<file path="config.mk">
export PLATFORM = sky130hd
export DESIGN_NAME = qif_synapse_accumulator
export DESIGN_NICKNAME = d
export VERILOG_FILES = /design/src/rtl/qif_synapse_accumulator.sv
export SDC_FILE = /design/constraint.sdc
export NUM_CORES = 1
export LEC_CHECK = 0
export BUFFER_PORTS_ARGS = -buffer_cell sky130_fd_sc_hd__buf_2
export CAP_MARGIN = 15
export CELL_PAD_IN_SITES_DETAIL_PLACEMENT = 0
export CELL_PAD_IN_SITES_GLOBAL_PLACEMENT = 1
export CORE_MARGIN = 5
export CORE_UTILIZATION = 53
export DETAILED_ROUTE_END_ITERATION = 10
export PLACE_DENSITY_LB_ADDON = 0.15
export SYNTH_ARGS = -nofsm -noshare
export SYNTH_HDL_FRONTEND = slang
export SYNTH_SLANG_ARGS = --single-unit
export TNS_END_PERCENT = 1
</file>
<file path="constraint.sdc">
create_clock -name clk -period 5.82 [get_ports clk]
set_input_delay 1.164 -clock clk [delete_from_list [all_inputs] [get_ports clk]]
set_output_delay 1.164 -clock clk [all_outputs]
set_load 0.02 [all_outputs]
</file>
<file path="src/rtl/qif_synapse_accumulator.sv">
// Synaptic current stage for the 8-bit QIF neuron. Each timestep it serially sums the
// weights of the active spike lines, then applies leak and saturation to the stored current.
module qif_synapse_accumulator #(
   parameter int DECAY_SHIFT = 3,
   parameter int N_IN        = 8
) (
   input  logic            clk,
   input  logic            reset,
   input  logic            ena,
   input  logic            step,
   input  logic [N_IN-1:0] spike_in,
   input  logic            wr_en,
   input  logic [2:0]      wr_addr,
   input  logic [7:0]      wr_data,
   output logic [7:0]      i_syn,
   output logic            i_valid,
   output logic            busy,
   output logic            overrun
);

   typedef enum logic [1:0] {IDLE = 2'd0, SCAN = 2'd1, UPDATE = 2'd2} state_t;

   state_t             state_q;
   logic signed [7:0]  weight_q [N_IN];
   logic [N_IN-1:0]    snap_q;
   logic signed [11:0] acc_q;
   logic [2:0]         idx_q;
   logic signed [7:0]  i_syn_q;
   logic               i_valid_q;
   logic               busy_q;

   logic signed [11:0] syn_ext;
   logic signed [11:0] leak;
   logic signed [11:0] w_ext;
   logic signed [11:0] i_syn_d;

   function automatic logic signed [7:0] sat8(input logic signed [11:0] v);
      if (v > 12'sd127)
         return 8'sh7F;
      else if (v < -12'sd128)
         return 8'sh80;
      else
         return v[7:0];
   endfunction

   always_comb begin
      syn_ext = {{4{i_syn_q[7]}}, i_syn_q};
      leak    = syn_ext >>> DECAY_SHIFT;
      w_ext   = {{4{weight_q[idx_q][7]}}, weight_q[idx_q]};
      i_syn_d = syn_ext - leak + acc_q;
   end

   // busy_q stays high one cycle past UPDATE so it covers the i_valid cycle;
   // that IDLE+busy cycle is where it gets cleared.
   always_ff @(posedge clk) begin
      if (reset) begin
         state_q   <= IDLE;
         snap_q    <= '0;
         acc_q     <= '0;
         idx_q     <= '0;
         i_syn_q   <= '0;
         i_valid_q <= 1'b0;
         busy_q    <= 1'b0;
         for (int k = 0; k < N_IN; k++) weight_q[k] <= '0;
      end else if (ena) begin
         i_valid_q <= 1'b0;
         case (state_q)
            IDLE: begin
               if (busy_q) begin
                  busy_q <= 1'b0;
               end else begin
                  if (wr_en) weight_q[wr_addr] <= wr_data;
                  if (step) begin
                     snap_q  <= spike_in;
                     acc_q   <= '0;
                     idx_q   <= '0;
                     busy_q  <= 1'b1;
                     state_q <= SCAN;
                  end
               end
            end
            SCAN: begin
               if (snap_q[idx_q]) acc_q <= acc_q + w_ext;
               idx_q <= idx_q + 3'd1;
               if (idx_q == 3'(N_IN - 1)) state_q <= UPDATE;
            end
            UPDATE: begin
               i_syn_q   <= sat8(i_syn_d);
               i_valid_q <= 1'b1;
               state_q   <= IDLE;
            end
            default: state_q <= IDLE;
         endcase
      end
   end

   assign i_syn   = i_syn_q;
   assign i_valid = i_valid_q & ena;
   assign busy    = busy_q;
   assign overrun = ena & step & busy_q & ~reset;

endmodule
</file>
==> impl_results.md <==
- Run status: completed
- Flop pwr share: 56.8%
- Root Buffer: clkbuf_8
- Post-CTS Resized: 0
- Via/cell ratio: 5.590
- Number of synthesized register bits: 102
- Post-CTS setup buffers: 0
- Final setup vio count: 0
- Worst EP arrival: 3.94 ns
- Placement Setup Slack: 1.826 ns
- Pleak: 0.002418 µW
- Die Wd: 114.4 µm
- F_max: 0.2716 GHz
- Distinct cells, synth: 61
- Yosys top cell area share: 33.25%
- Internal: 1038 µW
- Final WS setup: 2.138 ns
- CTS tree: built
- Global-route usage over all layers: 18.69%
- Hold_sp: snap_q[1]$_SDFFE_PP0P_
- R2R setup slack: 2.14 ns
- DIE HEIGHT: 114.4 µm
- Slew headroom: 42.39%
- EDFF count, synth: 64
- Final Hold Fails: 0
- Nets: 612
- Synth cell count leaders: and2_1, edfxtp_1, dfxtp_1, nor2_1, a21oi_1
- Initial DRT Pass Iterations: 4
- Count leader, synth: and2_1
- Pwr Density: 225.3 mW/mm²
- Final WL: 11720 µm
- Setup Skew: 0.009145 ns
- Cells after Synth: 523
- PortBufs: 34
- Largest area contributor in the netlist: edfxtp_1
- Design area: 0.006286 mm²
- Mapped cell area: 0.005779 mm²
- Post-route setup TNS: 0 ns
- Sink Count: 102
- CTS Hold Buffers Added: 0
- Startpoint Class: flop
- Cts bufs inserted: 9
- Sequential area share after synthesis: 46.42%
- Total gr overflow: 0
- Critical path required time: 6.07 ns
- FF-to-FF End: acc_q[10]$_SDFFE_PP0P_
- Setup CP Type: flop to flop
- Routed Antenna Nets: 0
- DRT iter0 DRCs: 229
- Max FO, Critical Path: 11
- Layout cells sized above 1: 18.21%
- DP Area: 0.006083 mm²
- Post-route DRC: 0
- Post-Syn Nets: 580
- WHS Endpoint: snap_q[1]$_SDFFE_PP0P_
- Max cap viols: 0
- Worst r2r path cells: 12
- Full die area: 0.01309 mm²
- Worst-path clk slew: 0.09 ns
- Site row count: 38
- Slew @ Worst Pin: 0.8521 ns
- Vias in the first global route: 3759
- Avg WL per Cell: 16.75 µm
- Core area: 0.01075 mm²
- Comb power frac: 14.3%
- Clock power share: 28.9%
- Tmin final: 3.682 ns
- Unrepaired setup endpoints after global routing: no
- WHS Path Cells: 2
- Peak VDD IR: 0.1527 mV
- Final hold slack: 0.4582 ns
- Worst-Skew Late Latency: 0.37 ns
- # IOs: 35
- Pin count of the biggest net entering global routing: 54
- Syn. warnings: 0
- Top post-synthesis cells by area: edfxtp_1, dfxtp_1, and2_1, mux4_2, ha_1
- Psw: 378.1 µW
- Ant diodes: 0
- Max clock buf depth: 2
- Tcrit/Tclk final: 63.26%
- Area grow syn2layout: 8.768%
- Sw frac: 26.70%
- Routability cong.: 0.8218
- Avg Inst Size Synth: 11.05 µm²
- Initial Util: 53.78%
- CTS H-tree lvls: 3
- CP endpoint kind: flop
- DP Wirelength: 8696 µm
- HP Class: flop to flop
- First-pass GRT wire length: 18900 µm
- Max Transition Viols Final: 0
- Initial antenna violation count: 0
- Post-synth top flop: edfxtp_1
- Asr flop ratio synth: 0%
- Total number of vias: 3913
stage by stage:
| stage | utilization [%] | instances | total power [µW] |
|---|---|---|---|
| after floorplan | - | 523 | 966.7 |
| after global placement | 56.61 | 683 | 1018 |
| after detailed placement | 56.61 | 683 | 1022 |
| after CTS | 58.24 | 699 | 1423 |
| after global routing | 58.50 | 700 | 1475 |
| final | 58.50 | 700 | 1416 |
sequential cells by signal, summed over array words and instances, names as in the netlist, named ones only:
name,flops
weight_q,64
acc_q,12
i_syn,8
snap_q,8
idx_q,3
state_q,2
busy,1
i_valid_q,1
routing by layer:
| metal | vias to the layer above | wire length [µm] | track usage [%] |
|---|---|---|---|
| met5 | - | 0 | 0 |
| met4 | 0 | 162 | 5.384 |
| met3 | 12 | 269 | 2.854 |
| met2 | 60 | 5931 | 31.90 |
| met1 | 1894 | 5360 | 24.74 |
| li1 | 1947 | - | - |
power groups by stage:
stage,sequential [µW],combinational [µW],clock (µW)
floorplan,814,153,0
global placement,822,195,0
detailed placement,823,199,0
CTS,807,199,417
global route,807,222,445
finish,804,203,409
area by class of cell:
cell class                 instances  area (µm²)
sequential                       102        2683
fill                             939        4459
multi-input combinational        370        2902
clock buffer                      10       127.6
timing repair buffer              39       227.7
inverter                          33       123.9
clock inverter                     6       47.55
tap                              140       175.2
cells by family after synthesis:
kind of cell | Yosys count | share of synthesized area, %
AOI/OAI and AO/OA | 80 | 10.61
xor gates and xnor gates | 15 | 2.273
adders and majority gates | 33 | 8.184
buffers and inverters | 51 | 3.377
DFF | 102 | 46.42
muxes | 28 | 8.920
and+or+nand+nor | 214 | 20.22
worst max-delay path by stage:
stage               startpoint                endpoint  depth (start not counted)
global placement          flop   acc_q[8]$_SDFFE_PP0P_                         11
CTS                       flop  acc_q[10]$_SDFFE_PP0P_                         11
detailed placement        flop  acc_q[10]$_SDFFE_PP0P_                         11
global route              flop  acc_q[10]$_SDFFE_PP0P_                         12
finish                    flop  acc_q[10]$_SDFFE_PP0P_                         12
floorplan                 flop   acc_q[8]$_SDFFE_PP0P_                         13
critical path: stages (launching register included):
cell and delay [ns]:
dfxtp_1 0.62, buf_16 0.22, mux4_2 0.50, mux2_2 0.28
ha_1 0.22, fa_1 0.42, a21o_1 0.18, a21oi_1 0.22
o21bai_1 0.11, a2111o_1 0.46, nand4_1 0.14, a21o_1 0.13
nand3_1 0.07
cell usage in the layout, fill, tap and decap left out, types with 7 or more instances in the layout:
cell and n:
and2_1 66, or2_2 9, dfxtp_1 38, a21oi_1 34
nor3_1 14, nand2b_1 7, ha_1 25, xnor2_1 11
clkbuf_8 9, inv_1 33, nor2_1 37, nand3_1 14
mux2_2 8, or3_1 11, nand2_1 32, edfxtp_1 64
buf_2 34, mux4_2 18, fa_1 8
(Power assumes the default switching activity.)
